===== config.mk =====
export PLATFORM = sky130hd
export DESIGN_NAME = toggle_hs_rx
export DESIGN_NICKNAME = d
export VERILOG_FILES = /design/src/rtl/toggle_hs_pkg.sv /design/src/rtl/toggle_hs_rx_sync_bit.sv /design/src/rtl/toggle_hs_rx.sv
export SDC_FILE = /design/constraint.sdc
export NUM_CORES = 1
export LEC_CHECK = 0
export CORE_MARGIN = 4
export CORE_UTILIZATION = 39
export DETAILED_ROUTE_END_ITERATION = 8
export PLACE_DENSITY = 0.73
export REMOVE_ABC_BUFFERS = 1
export SETUP_SLACK_MARGIN = 0.15
export SLEW_MARGIN = 20
export SYNTH_ARGS = -nofsm -noshare
export SYNTH_HDL_FRONTEND = slang
export SYNTH_SLANG_ARGS = --single-unit

===== constraint.sdc =====
create_clock -name clk -period 1.6 [get_ports clk]
set_clock_uncertainty 0.1 [all_clocks]
set_input_delay 0.16 -clock clk [delete_from_list [all_inputs] [get_ports clk]]
set_output_delay 0.16 -clock clk [all_outputs]
set_load 0.02 [all_outputs]

===== src/rtl/toggle_hs_pkg.sv =====
// ============================================================================
// Module      : toggle_hs_pkg
// Description : Shared state encoding and parameter defaults for the
//               toggle-handshake receiver and transmitter.
// Revision    : 1.0 - initial release
// ============================================================================
`default_nettype none

package toggle_hs_pkg;

    localparam int TGL_DATA_W_DEF      = 8;
    localparam int TGL_SYNC_STAGES_DEF = 2;

    typedef enum logic [0:0] {
        TGL_IDLE = 1'b0,
        TGL_HOLD = 1'b1
    } tgl_state_t;

endpackage : toggle_hs_pkg

`default_nettype wire


===== src/rtl/toggle_hs_rx_sync_bit.sv =====
// ============================================================================
// Module      : sync_bit
// Description : N-stage single-bit synchronizer, cleared by reset.
//               Shared by both ends of the toggle handshake.
// Revision    : 1.0 - initial release
// ============================================================================
`default_nettype none

module sync_bit #(
    parameter int STAGES = 2
) (
    input  logic clk,
    input  logic reset,
    input  logic d,
    output logic q
);

    logic [STAGES-1:0] r_sync;

    always_ff @(posedge clk) begin
        if (reset) begin
            r_sync <= '0;
        end else begin
            r_sync <= {r_sync[STAGES-2:0], d};
        end
    end

    assign q = r_sync[STAGES-1];

endmodule : sync_bit

`default_nettype wire


===== src/rtl/toggle_hs_rx.sv =====
// ============================================================================
// Module      : toggle_hs_rx
// Description : Toggle-handshake receiver; captures one word per req_tgl
//               change and returns completion on ack_tgl.
//               Optional sticky protocol check: TOGGLE_HS_RX_ERRCHK_EN.
// Revision    : 1.0 - initial release
// ============================================================================
`default_nettype none

module toggle_hs_rx
    import toggle_hs_pkg::*;
#(
    parameter int DATA_W      = TGL_DATA_W_DEF,
    parameter int SYNC_STAGES = TGL_SYNC_STAGES_DEF
) (
    input  logic              clk,
    input  logic              reset,
    input  logic              req_tgl,
    input  logic [DATA_W-1:0] req_data,
    output logic              ack_tgl,
    output logic              out_valid,
    input  logic              out_ready,
    output logic [DATA_W-1:0] out_data
`ifdef TOGGLE_HS_RX_ERRCHK_EN
    ,
    output logic              proto_err
`endif
);

    tgl_state_t r_state;
    logic       r_prev;
    logic       w_s_q;
    logic       w_tgl_det;

    sync_bit #(
        .STAGES (SYNC_STAGES)
    ) u_req_sync (
        .clk   (clk),
        .reset (reset),
        .d     (req_tgl),
        .q     (w_s_q)
    );

    // r_prev only advances on capture, so a toggle seen in HOLD stays pending.
    assign w_tgl_det = w_s_q ^ r_prev;

    always_ff @(posedge clk) begin
        if (reset) begin
            r_state   <= TGL_IDLE;
            r_prev    <= 1'b0;
            ack_tgl   <= 1'b0;
            out_valid <= 1'b0;
            out_data  <= '0;
        end else begin
            case (r_state)
                TGL_IDLE: begin
                    if (w_tgl_det) begin
                        out_data  <= req_data;
                        r_prev    <= w_s_q;
                        out_valid <= 1'b1;
                        r_state   <= TGL_HOLD;
                    end
                end
                TGL_HOLD: begin
                    if (out_ready) begin
                        out_valid <= 1'b0;
                        ack_tgl   <= ~ack_tgl;
                        r_state   <= TGL_IDLE;
                    end
                end
                default: begin
                    out_valid <= 1'b0;
                    r_state   <= TGL_IDLE;
                end
            endcase
        end
    end

`ifdef TOGGLE_HS_RX_ERRCHK_EN
    // A second toggle before our ack means the transmitter broke protocol.
    always_ff @(posedge clk) begin
        if (reset) begin
            proto_err <= 1'b0;
        end else if ((r_state == TGL_HOLD) && w_tgl_det) begin
            proto_err <= 1'b1;
        end
    end
`endif

endmodule : toggle_hs_rx

`default_nettype wire

==> metrics <==
register area share after synthesis 0.497; maximum fanout along the worst path 8; Die Wd 46.0 um; GP Congestion a little under 0.7; IO Pins 22; synth top area cells dfxtp_1 (50%), nand2b_1 (19%), mux2i_1 (16%), xor2_1 (3.1%), nor2b_1 (2.2%); H-tree depth 1; Max Fclk 775 MHz; Startpoint Class register; Fin. Hold Viols 0; TritonCTS clock tree yes; drc violations 0; Port Buf Inserts 21; die area 2120 um2; die height around 46 um; Yosys Warn Count 0; Placed Area 782 um2; initial antenna violation count 0; FF+latch count, synth 14; CORE AREA 1330 um2; DR vias between 400 and 500; leading cell types in the layout, fill and taps excluded nand2b_1 (17), dfxtp_1 (14), clkdlybuf4s50_1 (11), dlygate4sd2_1 (10), mux2i_1 (9); Critical Path AT 1.39 ns; largest net degree at the start of global routing 23; slew margin rel. 0.839; maxcap violations 0; synthesis-to-finish area growth 43.0%; DR iter-0 viols 4; Worst EP required around 1.7 ns; commonest non-fill, non-tap cell in the layout nand2b_1; drt pass-1 iters 2; Overflow after GRT 0; final core utilization 0.605; layout net count 91; Unique masters post-synth 12; drt total wl 993 um; status finished clean; Setup TNS 0 ns; DPL Wire Length 728 um; VDD IR max 0.000371 V; CTS Buffer Depth 2; Tot GR Track Use 0.104; synthesized instance count 55; crit share post-route 0.806; Hold WC Path Type in -> reg; Slew @ Worst Pin 0.241 ns; first-pass GRT wire length about 1600 um; Synth top area share 0.497; PwrDens 922 nW/um2; max-slew violation total from the final report 0; min Tclk post-route 1.29 ns; Skew-Pair Late Insertion Delay 0.27 ns; Initial Utilization 0.423; crit-path cells xor2_1 -> and2b_2 -> mux2i_1; leakage power 0.352 nW; # rows 13; RSZ-0062 raised after global routing no; largest area contributor in the netlist dfxtp_1; Synth Cell Area 564 um2; cell area after layout ~810 um2; Post-CTS Hold Fix Bufs 0; drt wl/cell 10.7 um; layout cell share with drive strength beyond 1 0.0769; hold slack 0.334 ns; Setup CP Type reg -> reg; # fillers 133; critical path's slowest cell dfxtp_1; CP endpoint kind register; CTS buffer count 3; post-CTS setup buffers 0; vias in the first global route 399; overall power ~0.00074 W; CTS root buffer clkbuf_4; biggest cell delay along the critical path 0.35 ns; clk slew on worst S/H paths 0.08 ns; via/cell ratio between 4 and 5; diode count 0; CTS Sinks 14; Final setup viols 0; Mean Syn Cell Area 10.3 um2; DRT antenna net count 0
[metal layers]
metal  share of wire  track usage  vias up  wire, um
li1                -            -      219         -
met1            0.42        0.112      195       415
met2            0.51        0.179       14       506
met3           0.072       0.0356        0        71
met4               0       0.0511        0         0
met5               0            0        -         0
[flip-flops by register name (all words and copies together) (netlist names)]
register	flops
r_prev	1
out_valid	1
ack_tgl	1
r_state	1
u_req_sync.r_sync	2
out_data	8
[worst paths after layout]
check                                   from                               to  slack (ns)  cells after the start
max reg2reg  u_req_sync.r_sync[1]$_SDFF_PP0_         out_data[2]$_SDFFE_PP0P_        0.31                      3
max          u_req_sync.r_sync[1]$_SDFF_PP0_         out_data[2]$_SDFFE_PP0P_        0.31                      3
min reg2reg  u_req_sync.r_sync[0]$_SDFF_PP0_  u_req_sync.r_sync[1]$_SDFF_PP0_        0.34                      1
min                                  req_tgl  u_req_sync.r_sync[0]$_SDFF_PP0_        0.33                      2
[power by group]
group | leakage [nW] | internal (W) | switching [W]
Clock | 0.0210 | 0.000138 | 0.000110
Combinational | 0.216 | 0.0000655 | 0.0000517
Sequential | 0.114 | 0.000368 | 0.0000106
[what timing repair did]
action	4_1_cts	5_1_grt
gates cloned	0	0
pin swaps	0	0
resized for setup	10	1
endpoints found under the setup margin	10	8
[Yosys cell counts]
library cell	instances
a21oi_1	1
and2b_1	1
buf_6	1
clkbuf_1	2
dfxtp_1	14
mux2i_1	9
nand2_1	2
nand2b_1	17
nor2_1	3
nor2b_1	2
nor3b_1	1
xor2_1	2
[cell type report]
type                    instances  area (um2)  share of cell area
flip-flops and latches         14         280               0.347
multi-input cells              38         267               0.330
repair buffers                 22         205               0.254
clock buffers                   4        36.3              0.0450
well taps                      15        18.8              0.0233
[kinds of logic after synthesis]
| group | share of synthesized area |
|---|---|
| and+or+nand+nor | 0.271 |
| DFF | 0.497 |
| muxes | 0.160 |
| buffers and inverters | 0.0333 |
| xor gates and xnor gates | 0.0310 |
| AOI/OAI and AO/OA | 0.00886 |
[critical path, delay by kind of cell (launching register included)]
family                    cells  cell delay (ns)
xor gates and xnor gates      1             0.22
DFF                           1             0.35
muxes                         1             0.22
and+or+nand+nor               1             0.33
[per-stage QoR]
| stage | setup WS [ns] | std cells |
|---|---|---|
| 6_report | 0.310 | 93 |
| 5_1_grt | 0.213 | 93 |
| 4_1_cts | 0.156 | 93 |
| 3_5_place_dp | 0.178 | 89 |
| 3_3_place_gp | 0.222 | 89 |
| 2_1_floorplan | 0.346 | 52 |
(Power assumes the default switching activity.)
